$ cat src/rtl/adc_stream_pkg.sv
`default_nettype none
// +----------------------------------------------------------------------+
// | adc_stream_pkg                                                       |
// | Shared state encoding, default sizes and header layout for the       |
// | ADC capture stream path.                                             |
// | Revision: 1.0                                                        |
// +----------------------------------------------------------------------+
package adc_stream_pkg;

  typedef enum logic [3:0] {
    ST_IDLE  = 4'b0001,
    ST_HDR   = 4'b0010,
    ST_DRAIN = 4'b0100,
    ST_DONE  = 4'b1000
  } state_t;

  localparam int DEFAULT_DATA_W    = 16;
  localparam int DEFAULT_PKT_WORDS = 256;

  // Header word = {tag, sequence}; tag occupies the top bits.
  localparam int HDR_TAG_W = 4;

  function automatic int hdr_seq_w(input int data_w);
    return data_w - HDR_TAG_W;
  endfunction

endpackage
`default_nettype wire

$ cat src/rtl/stream_skid2.sv
`default_nettype none
// +----------------------------------------------------------------------+
// | stream_skid2                                                         |
// | Two-entry FIFO-ordered skid buffer with occupancy and head outputs.  |
// | Revision: 1.0                                                        |
// +----------------------------------------------------------------------+
module stream_skid2
  import adc_stream_pkg::*;
#(
  parameter int DATA_W = DEFAULT_DATA_W
) (
  input  logic              clk,
  input  logic              rstn,
  input  logic              push,
  input  logic [DATA_W-1:0] push_data,
  input  logic              pop,
  output logic [1:0]        occ,
  output logic [DATA_W-1:0] head
);

  logic [DATA_W-1:0] r_d0;
  logic [DATA_W-1:0] r_d1;
  logic [1:0]        r_occ;
  logic              w_pop_ok;
  logic              w_push_ok;

  assign w_pop_ok  = pop && (r_occ != 2'd0);
  assign w_push_ok = push && ((r_occ != 2'd2) || w_pop_ok);

  always_ff @(posedge clk) begin
    if (!rstn) begin
      r_d0  <= '0;
      r_d1  <= '0;
      r_occ <= 2'd0;
    end else begin
      case ({w_push_ok, w_pop_ok})
        2'b11: begin
          // Simultaneous pop and push: occupancy holds, the queue shifts.
          if (r_occ == 2'd1) begin
            r_d0 <= push_data;
          end else begin
            r_d0 <= r_d1;
            r_d1 <= push_data;
          end
        end
        2'b10: begin
          if (r_occ == 2'd0) r_d0 <= push_data;
          else               r_d1 <= push_data;
          r_occ <= r_occ + 2'd1;
        end
        2'b01: begin
          r_d0  <= r_d1;
          r_occ <= r_occ - 2'd1;
        end
        default: ;
      endcase
    end
  end

  assign occ  = r_occ;
  assign head = r_d0;

endmodule
`default_nettype wire

$ cat src/rtl/read_controller.sv
`default_nettype none
// +----------------------------------------------------------------------+
// | read_controller                                                      |
// | Drains the full capture FIFO into a packetised valid/ready stream.   |
// | Optional macro HEADER_EN adds a tagged sequence header per packet.   |
// | Revision: 1.0                                                        |
// +----------------------------------------------------------------------+
module read_controller
  import adc_stream_pkg::*;
#(
  parameter int         DATA_W    = DEFAULT_DATA_W,
  parameter int         PKT_WORDS = DEFAULT_PKT_WORDS,
  parameter logic [3:0] HDR_TAG   = 4'hA
) (
  input  logic              clk,
  input  logic              rstn,
  input  logic              full,
  input  logic              empty,
  input  logic [DATA_W-1:0] rd_data,
  output logic              rd_en,
  output logic [DATA_W-1:0] m_tdata,
  output logic              m_tvalid,
  input  logic              m_tready,
  output logic              m_tlast,
  output logic              busy,
  output logic              done,
  output logic [3:0]        state
);

  localparam int               c_idx_w    = (PKT_WORDS > 1) ? $clog2(PKT_WORDS) : 1;
  localparam logic [c_idx_w-1:0] c_last_idx = c_idx_w'(PKT_WORDS - 1);

`ifdef HEADER_EN
  localparam state_t c_start_state = ST_HDR;
  localparam state_t c_next_pkt    = ST_HDR;
  localparam int     c_seq_w       = hdr_seq_w(DATA_W);
`else
  localparam state_t c_start_state = ST_DRAIN;
  localparam state_t c_next_pkt    = ST_DRAIN;
`endif

  state_t               r_state;
  logic [c_idx_w-1:0]   r_word_idx;
  logic                 r_inflight;
  logic [1:0]           w_occ;
  logic [DATA_W-1:0]    w_head;
  logic                 w_rd_en;
  logic                 w_data_valid;
  logic                 w_end;
  logic                 w_last;
  logic                 w_pop;

  // Reads only from HDR/DRAIN, and never more than the skid can absorb.
  assign w_rd_en = rstn && ((r_state == ST_HDR) || (r_state == ST_DRAIN)) && !empty &&
                   (({1'b0, w_occ} + {2'b00, r_inflight}) < 3'd2);

  assign w_data_valid = (r_state == ST_DRAIN) && (w_occ != 2'd0);
  assign w_end        = empty && !r_inflight && (w_occ == 2'd1);
  assign w_last       = w_data_valid && ((r_word_idx == c_last_idx) || w_end);
  assign w_pop        = w_data_valid && m_tready;

  stream_skid2 #(
    .DATA_W (DATA_W)
  ) u_skid (
    .clk       (clk),
    .rstn      (rstn),
    .push      (r_inflight),
    .push_data (rd_data),
    .pop       (w_pop),
    .occ       (w_occ),
    .head      (w_head)
  );

`ifdef HEADER_EN
  logic [c_seq_w-1:0] r_seq;
  logic               w_hdr_valid;

  assign w_hdr_valid = (r_state == ST_HDR);
  assign m_tvalid    = w_data_valid || w_hdr_valid;
  assign m_tdata     = w_hdr_valid ? {HDR_TAG, r_seq} : w_head;

  // Sequence runs across captures; only reset clears it.
  always_ff @(posedge clk) begin
    if (!rstn)                        r_seq <= '0;
    else if (w_hdr_valid && m_tready) r_seq <= r_seq + c_seq_w'(1);
  end
`else
  assign m_tvalid = w_data_valid;
  assign m_tdata  = w_head;
`endif

  always_ff @(posedge clk) begin
    if (!rstn) begin
      r_state    <= ST_IDLE;
      r_word_idx <= '0;
      r_inflight <= 1'b0;
    end else begin
      r_inflight <= w_rd_en;
      if (w_pop) r_word_idx <= w_last ? '0 : r_word_idx + c_idx_w'(1);
      case (r_state)
        ST_IDLE:  if (full) r_state <= c_start_state;
`ifdef HEADER_EN
        ST_HDR:   if (m_tready) r_state <= ST_DRAIN;
`endif
        ST_DRAIN: if (w_pop && w_last) r_state <= w_end ? ST_DONE : c_next_pkt;
        ST_DONE:  r_state <= ST_IDLE;
        default:  r_state <= ST_IDLE;
      endcase
    end
  end

  assign rd_en   = w_rd_en;
  assign m_tlast = w_last;
  assign busy    = (r_state != ST_IDLE);
  assign done    = (r_state == ST_DONE);
  assign state   = r_state;

endmodule
`default_nettype wire

$ cat config.mk
export PLATFORM = sky130hd
export DESIGN_NAME = read_controller
export DESIGN_NICKNAME = d
export VERILOG_FILES = /design/src/rtl/adc_stream_pkg.sv /design/src/rtl/stream_skid2.sv /design/src/rtl/read_controller.sv
export SDC_FILE = /design/constraint.sdc
export NUM_CORES = 1
export LEC_CHECK = 0
export CORE_ASPECT_RATIO = 0.6
export CORE_MARGIN = 1
export CORE_UTILIZATION = 40
export DETAILED_ROUTE_END_ITERATION = 8
export GPL_TIMING_DRIVEN = 0
export SYNTH_ARGS = -nofsm -noshare
export SYNTH_HDL_FRONTEND = slang
export SYNTH_HIERARCHICAL = 1
export SYNTH_SLANG_ARGS = --single-unit
$ cat constraint.sdc
create_clock -name clk -period 3 [get_ports clk]
set_input_delay 0.3 -clock clk [delete_from_list [all_inputs] [get_ports clk]]
set_output_delay 0.3 -clock clk [all_outputs]
set_load 0.01 [all_outputs]
Yosys cells after proc, flatten, opt, wreduce, memory -nomap -nowiden. Index checks and enable logic that the tools add are counted.

Eq/ne operators: 16. Muxes and demuxes: 12. Add/sub/neg operators: 4. Order comparisons: 1. Reduce and logical (&&, ||, !) cells: 24.

Operators with widths (count): $mux 16 (4); $pmux 16 s3 (1); $pmux 16 s2 (1); $mux 4 (3); $logic_and 1x1->1 (11); $add 8x1->8 const B (1); $eq 8x8->1 const B (1); $mux 8 (1); $ne 2x2->1 const B (4); $pmux 4 s2 (1); $reduce_bool 2->1 (3); $eq 2x1->1 const B (2); $eq 2x2->1 const B (2); $eq 4x1->1 const B (1); $eq 4x2->1 const B (1); $eq 4x3->1 const B (1); $eq 4x4->1 const B (1); $ne 2x1->1 const B (2); $ne 4x1->1 const B (1); $pmux 2 s2 (1); $reduce_and 2->1 (2); $add 2x1->3 (1); $logic_or 1x1->1 (3); $lt 3x2->1 const B (1); other kinds (6) (7).

Bits of input ports: 21. Output and inout bits: 25. Bits in registers: 47. Logic and storage cells: 63.

Longest topological paths before layout. Gate-level depths: netlist (run 1).

Depth in word-level cells: 9. Gate-level depth with buffers: 9. Mapped depth without buffers: 7.

By module. The synthesis (run 1) kept the hierarchy.

Modules (own cells, without submodules): stream_skid2 (area an instance 1788.0 um^2, cells each 181, instances 1, sequential area each 680.7 um^2); read_controller (area an instance 603.1 um^2, cells each 69, instances 1, sequential area each 240.2 um^2).

Worst setup path before layout (run 1). Ideal clock, no wire load.

Kind: reg2reg. Start: register r_state[2] (netlist: state[2]). End: register u_skid.r_d1[10]. Path slack: 0.759 ns. Data required time: 2.872 ns. Data arrival time: 2.114 ns. Clock period less this slack: 2.241 ns. Stages on the path, launching flop included: 10. Path through: dfxtp_1 -> or3b_1 -> buf_2 -> or2_4 -> inv_1 -> nand2_1 -> o2111ai_4 -> buf_6 -> mux2i_1 -> nor2_1.

Cells in the longest elaborated chain, start to end: 9. Elaborated cells on any way between the ends: 13.

RTL lines: from (decl) (line read_controller.sv:42) `state_t r_state;`; from (signal assigned) (line read_controller.sv:101) `ST_IDLE: if (full) r_state <= c_start_state;`; from (signal assigned) (line read_controller.sv:105) `ST_DRAIN: if (w_pop && w_last) r_state <= w_end ? ST_DONE : c_next_pkt;`; $eq 4x3->1 * (line read_controller.sv:57) `assign w_data_valid = (r_state == ST_DRAIN) && (w_occ != 2'd0);`; $logic_and 1x1->1 * (line read_controller.sv:57); $logic_and 1x1->1 * (line read_controller.sv:60) `assign w_pop = w_data_valid && m_tready;`; via w_pop (line read_controller.sv:51) `logic w_pop;`; $logic_and 1x1->1 * (line stream_skid2.sv:27) `assign w_pop_ok = pop && (r_occ != 2'd0);`; $logic_or 1x1->1 (line stream_skid2.sv:28) `assign w_push_ok = push && ((r_occ != 2'd2) || w_pop_ok);`; $logic_and 1x1->1 (line stream_skid2.sv:28); $eq 2x2->1 (line stream_skid2.sv:36) `case ({w_push_ok, w_pop_ok})`; $ne 2x2->1 (no source line) / $reduce_bool 2->1 (equally long branches); $reduce_and 3->1 (no source line); to (signal assigned) (line stream_skid2.sv:43) `r_d1 <= push_data;`; to (signal assigned) (line stream_skid2.sv:48) `else r_d1 <= push_data;`; to (decl) (line stream_skid2.sv:22) `logic [DATA_W-1:0] r_d1;`.

The timed path passes the listed nets; every way through them passes the cells marked *. A chain may end at the register's enable or synchronous reset.

Worst setup path after layout (run 1).
Start: register r_state[2] (netlist: state[2]). End: output port rd_en.

Cells in the longest elaborated chain, start to end: 5. Elaborated cells on any way between the ends: 6.

RTL lines: $eq 4x2->1 / $eq 4x3->1 (equally long branches) (line read_controller.sv:54) `assign w_rd_en = rstn && ((r_state == ST_HDR) || (r_state == ST_DRAIN)) && !empty &&`; $logic_or 1x1->1 * (line read_controller.sv:54); $logic_and 1x1->1 * (3 in a row) (line read_controller.sv:54); to (decl) (line read_controller.sv:20) `output logic rd_en,`.

Every way passes the cells marked *; elsewhere a longest branch is shown, timed or not.

==> reports/qor.csv, run 1 <==
stage,metric,value,unit
detailed_routing,remaining antenna violation count,0,
power_and_ir_drop,peak supply drop,0.0001655,V
grt,vias in the first global route,1677,
synthesis,synth unique cells,48,
critical_path,CP endpoint kind,output port,
clock_tree,post-CTS resize count,0,
synthesis,syn_nets,275,
critical_path,critical path arrival,2280,ps
detailed_routing,routed len/inst,14.99,um
synthesis,syn avg cell area,9.564,um2
critical_path,CP startpoint kind,flip-flop,
grt,initial antenna violation count,0,
place,pre-CTS WS,420.9,ps
power_and_ir_drop,Comb pwr share,8.0,%
clock_tree,hold bufs inserted after CTS,0,
worst_hold_path,worst hold path class,reg -> reg,
detailed_routing,Vias/cell,5.184,
grt,GRT overflow,0,
timing,RSZ-0062 raised after global routing,no,
power_and_ir_drop,net switching power,252.2,uW
run_status,status,"finished, final reports clean",
clock_tree,H-tree levels,2,
floorplan,Core Box Area,5675,um2
critical_path,CP Class,reg -> out,
flow_run,total of max-cap violations,0,
critical_path,CP cell instances,"or2b_1, or2_2, a2111oi_0, clkdlybuf4s50_1",
critical_path,cell family with most CP delay,buffers and inverters,
synthesis,cell area after synthesis,2391,um2
synthesis,ys flop type,dfxtp_1,
floorplan,io pins,46,
timing,post-route setup TNS,0,ps
cells_and_area,Final Core Density,53.04,%
critical_path,"Max FO, Critical Path",6,
detailed_routing,DR iter-0 viols,80,
floorplan,Die W,101.8,um
clock_tree,TritonCTS buffer count,5,
power_and_ir_drop,P_leak,1.354,nW
power_and_ir_drop,Flop pwr share,57.8,%
cells_and_area,Final #Nets,326,
cells_and_area,ant diodes,0,
clock_tree,Clock Latency Late Sink,300,ps
synthesis,Synth async-reset ratio,0,%
synthesis,Gate Count Post-Synth,250,
cells_and_area,layout cells sized above 1,9.302,%
clock_tree,clock slew at reported path FFs,80,ps
floorplan,placement row count,21,
clock_tree,Setup Buffers After CTS,0,
cells_and_area,Finished Cell Area,3010,um2
grt,largest net degree at the start of global routing,14,
timing,fin. max-slew vios,0,
timing,min Tclk post-route,2585,ps
critical_path,max incr delay on CP,620,ps
place,"Cell Area, Placed",2932,um2
power_and_ir_drop,Total Power,1.071,mW
timing,slew margin rel.,56.60,%
timing,slew of the pin with the lowest slew margin,646.7,ps
place,HPWL Detailed,4099,um
place,gpl congestion,0.7759,
floorplan,die height,61.89,um
cells_and_area,Syn-to-layout area delta,25.90,%
critical_path,CP bufs+invs,1,
clock_tree,CTS Root Cell,clkbuf_8,
power_and_ir_drop,switching share of power,23.55,%
grt,all-layer global routing usage,19.14,%
power_and_ir_drop,P_int,818.6,uW
clock_tree,maximum root-to-sink buffer count,2,
clock_tree,CTS sink cnt,46,
grt,first-pass GRT wire length,8887,um
power_and_ir_drop,Power Dens Cells,355.7,nW/um2
timing,final setup vio count,0,
critical_path,required arrival time at the worst endpoint,2700,ps
timing,Setup Skew,6.165,ps
timing,Max Fclk,386.9,MHz
synthesis,#FFs+latches synth,46,
synthesis,"Seq/Total Area, Yosys",38.51,%
floorplan,die area,6301,um2
timing,fin crit share,86.16,%
detailed_routing,drt first pass iters,4,
synthesis,number of synthesized flops with an enable pin,0,
timing,Final Hold Viols,0,
place,I/O Buffers,44,
synthesis,Syn. warnings,6,
detailed_routing,drt drc,0,
critical_path,"Slowest-stage cell, CP",clkdlybuf4s50_1,
detailed_routing,WL final,5713,um
floorplan,Initial Utilization,42.13,%
detailed_routing,Vias,1975,
power_and_ir_drop,clock network power share,34.2,%
timing,"crit path setup slack, layout",415.2,ps
clock_tree,CTS tree,yes,
-- worst paths after layout --
| path | start | end | slack, ps | depth (start not counted) |
|---|---|---|---|---|
| min | r_word_idx[1]$_SDFFE_PN0P_ | r_word_idx[1]$_SDFFE_PN0P_ | 480 | 2 |
| min reg2reg | r_word_idx[1]$_SDFFE_PN0P_ | r_word_idx[1]$_SDFFE_PN0P_ | 480 | 2 |
| max | state[2]$_SDFFE_PN0P_ | rd_en | 420 | 4 |
| max reg2reg | state[2]$_SDFFE_PN0P_ | u_skid/r_d1[10]$_SDFFE_PN0P_ | 530 | 9 |
-- cell usage after synthesis (2+ instances only) --
master / number / share of area [%]
o21ai_1: 11 / 2.3
nor3_1: 3 / 0.63
nand2b_1: 2 / 0.52
a21oi_1: 2 / 0.42
o22ai_1: 17 / 4.4
xnor2_1: 7 / 2.6
nor2_1: 27 / 4.2
a211oi_1: 2 / 0.63
a2111oi_0: 2 / 0.73
and2b_1: 5 / 1.6
buf_4: 3 / 0.94
inv_1: 6 / 0.94
nor4_1: 2 / 0.52
nand2_1: 7 / 1.1
nor2b_1: 12 / 3.1
clkbuf_1: 3 / 0.47
buf_2: 6 / 1.3
dfxtp_1: 46 / 39
ha_1: 4 / 2.1
o211a_1: 16 / 6.7
o21ai_0: 7 / 1.5
buf_6: 3 / 1.4
mux2i_1: 32 / 13
-- metal layers --
layer  global-route usage (%)  part of all wire [%]  vias up
li1                         -                     -     1007
met1                    29.60                    55      918
met2                    24.81                    39       44
met3                    5.034                   5.3        6
met4                    6.735                   1.0        0
met5                        0                     0        -
-- logic make-up after synthesis --
logic type / Yosys count / share of synthesized area (%)
muxes: 33 / 14.34
other: 1 / 0.1568
and+or+nand+nor: 73 / 17.43
adders and majority gates: 4 / 2.093
DFF: 46 / 38.51
AOI/OAI and AO/OA: 64 / 19.73
xor gates and xnor gates: 7 / 2.564
buffers and inverters: 22 / 5.180
-- final cells by class --
cell class                 instances  area, um2
clock buffer                       5      68.82
fill                             553       2665
tap                               80      100.1
sequential                        46      920.9
timing repair buffer              44      440.4
buffer                            15      97.59
inverter                           7      26.28
clock inverter                     2      10.01
multi-input combinational        182       1346
-- worst min-delay path, stage by stage, from the launching register on --
cell and delay, ps:
dfxtp_1 330, nand2_1 60, a21oi_1 50
-- sequential cells by signal, indices dropped and copies added (netlist names) --
| name | flops |
|---|---|
| u_skid/head | 16 |
| u_skid/occ | 2 |
| r_word_idx | 8 |
| state | 3 |
| r_inflight | 1 |
| u_skid/r_d1 | 16 |
-- power by group through the flow --
stage | logic, mW | registers (mW) | clock network (mW)
2_1_floorplan | 0.0295 | 0.635 | 0
3_3_place_gp | 0.0850 | 0.634 | 0
3_5_place_dp | 0.0849 | 0.634 | 0
4_1_cts | 0.0854 | 0.619 | 0.383
5_1_grt | 0.0913 | 0.620 | 0.408
6_report | 0.0853 | 0.619 | 0.366
-- per-stage QoR --
step,instances,hold slack [ps]
3_3_place_gp,374,466.2
2_1_floorplan,250,389.7
3_5_place_dp,374,470.0
4_1_cts,381,482.3
5_1_grt,381,500.7
6_report,381,479.9
-- cell usage in the layout, fill, tap and decap left out, types with 7 or more instances in the layout --
master           synthesis  layout
dfxtp_1                 46      46
mux2i_1                 32      32
clkdlybuf4s50_1          0      44
nor2_1                  27      27
nand2_1                  7       7
o21ai_1                 11      11
o22ai_1                 17      17
o211a_1                 16      16
nor2b_1                 12      12
o21ai_0                  7       7
xnor2_1                  7       7
Note: power is estimated with default switching activity, not from simulation.
==> run 2: changes to the inputs <==
==> constraint.sdc (replaced) <==
create_clock -name clk -period 3.3 [get_ports clk]
set_input_delay 0.33 -clock clk [delete_from_list [all_inputs] [get_ports clk]]
set_output_delay 0.33 -clock clk [all_outputs]
set_load 0.01 [all_outputs]
==> results of run 2 <==
The final DEF is identical to that of run 1. Status: finished, final reports clean.
Among the figures that moved: setup slack after placement 420.9 ps -> 660.9 ps; setup slack after layout 415.2 ps -> 685.2 ps; register-to-register setup slack 530 ps -> 830 ps; total power 1.071 mW -> 0.9734 mW; worst IR drop on VDD 0.0001655 V -> 0.0001505 V
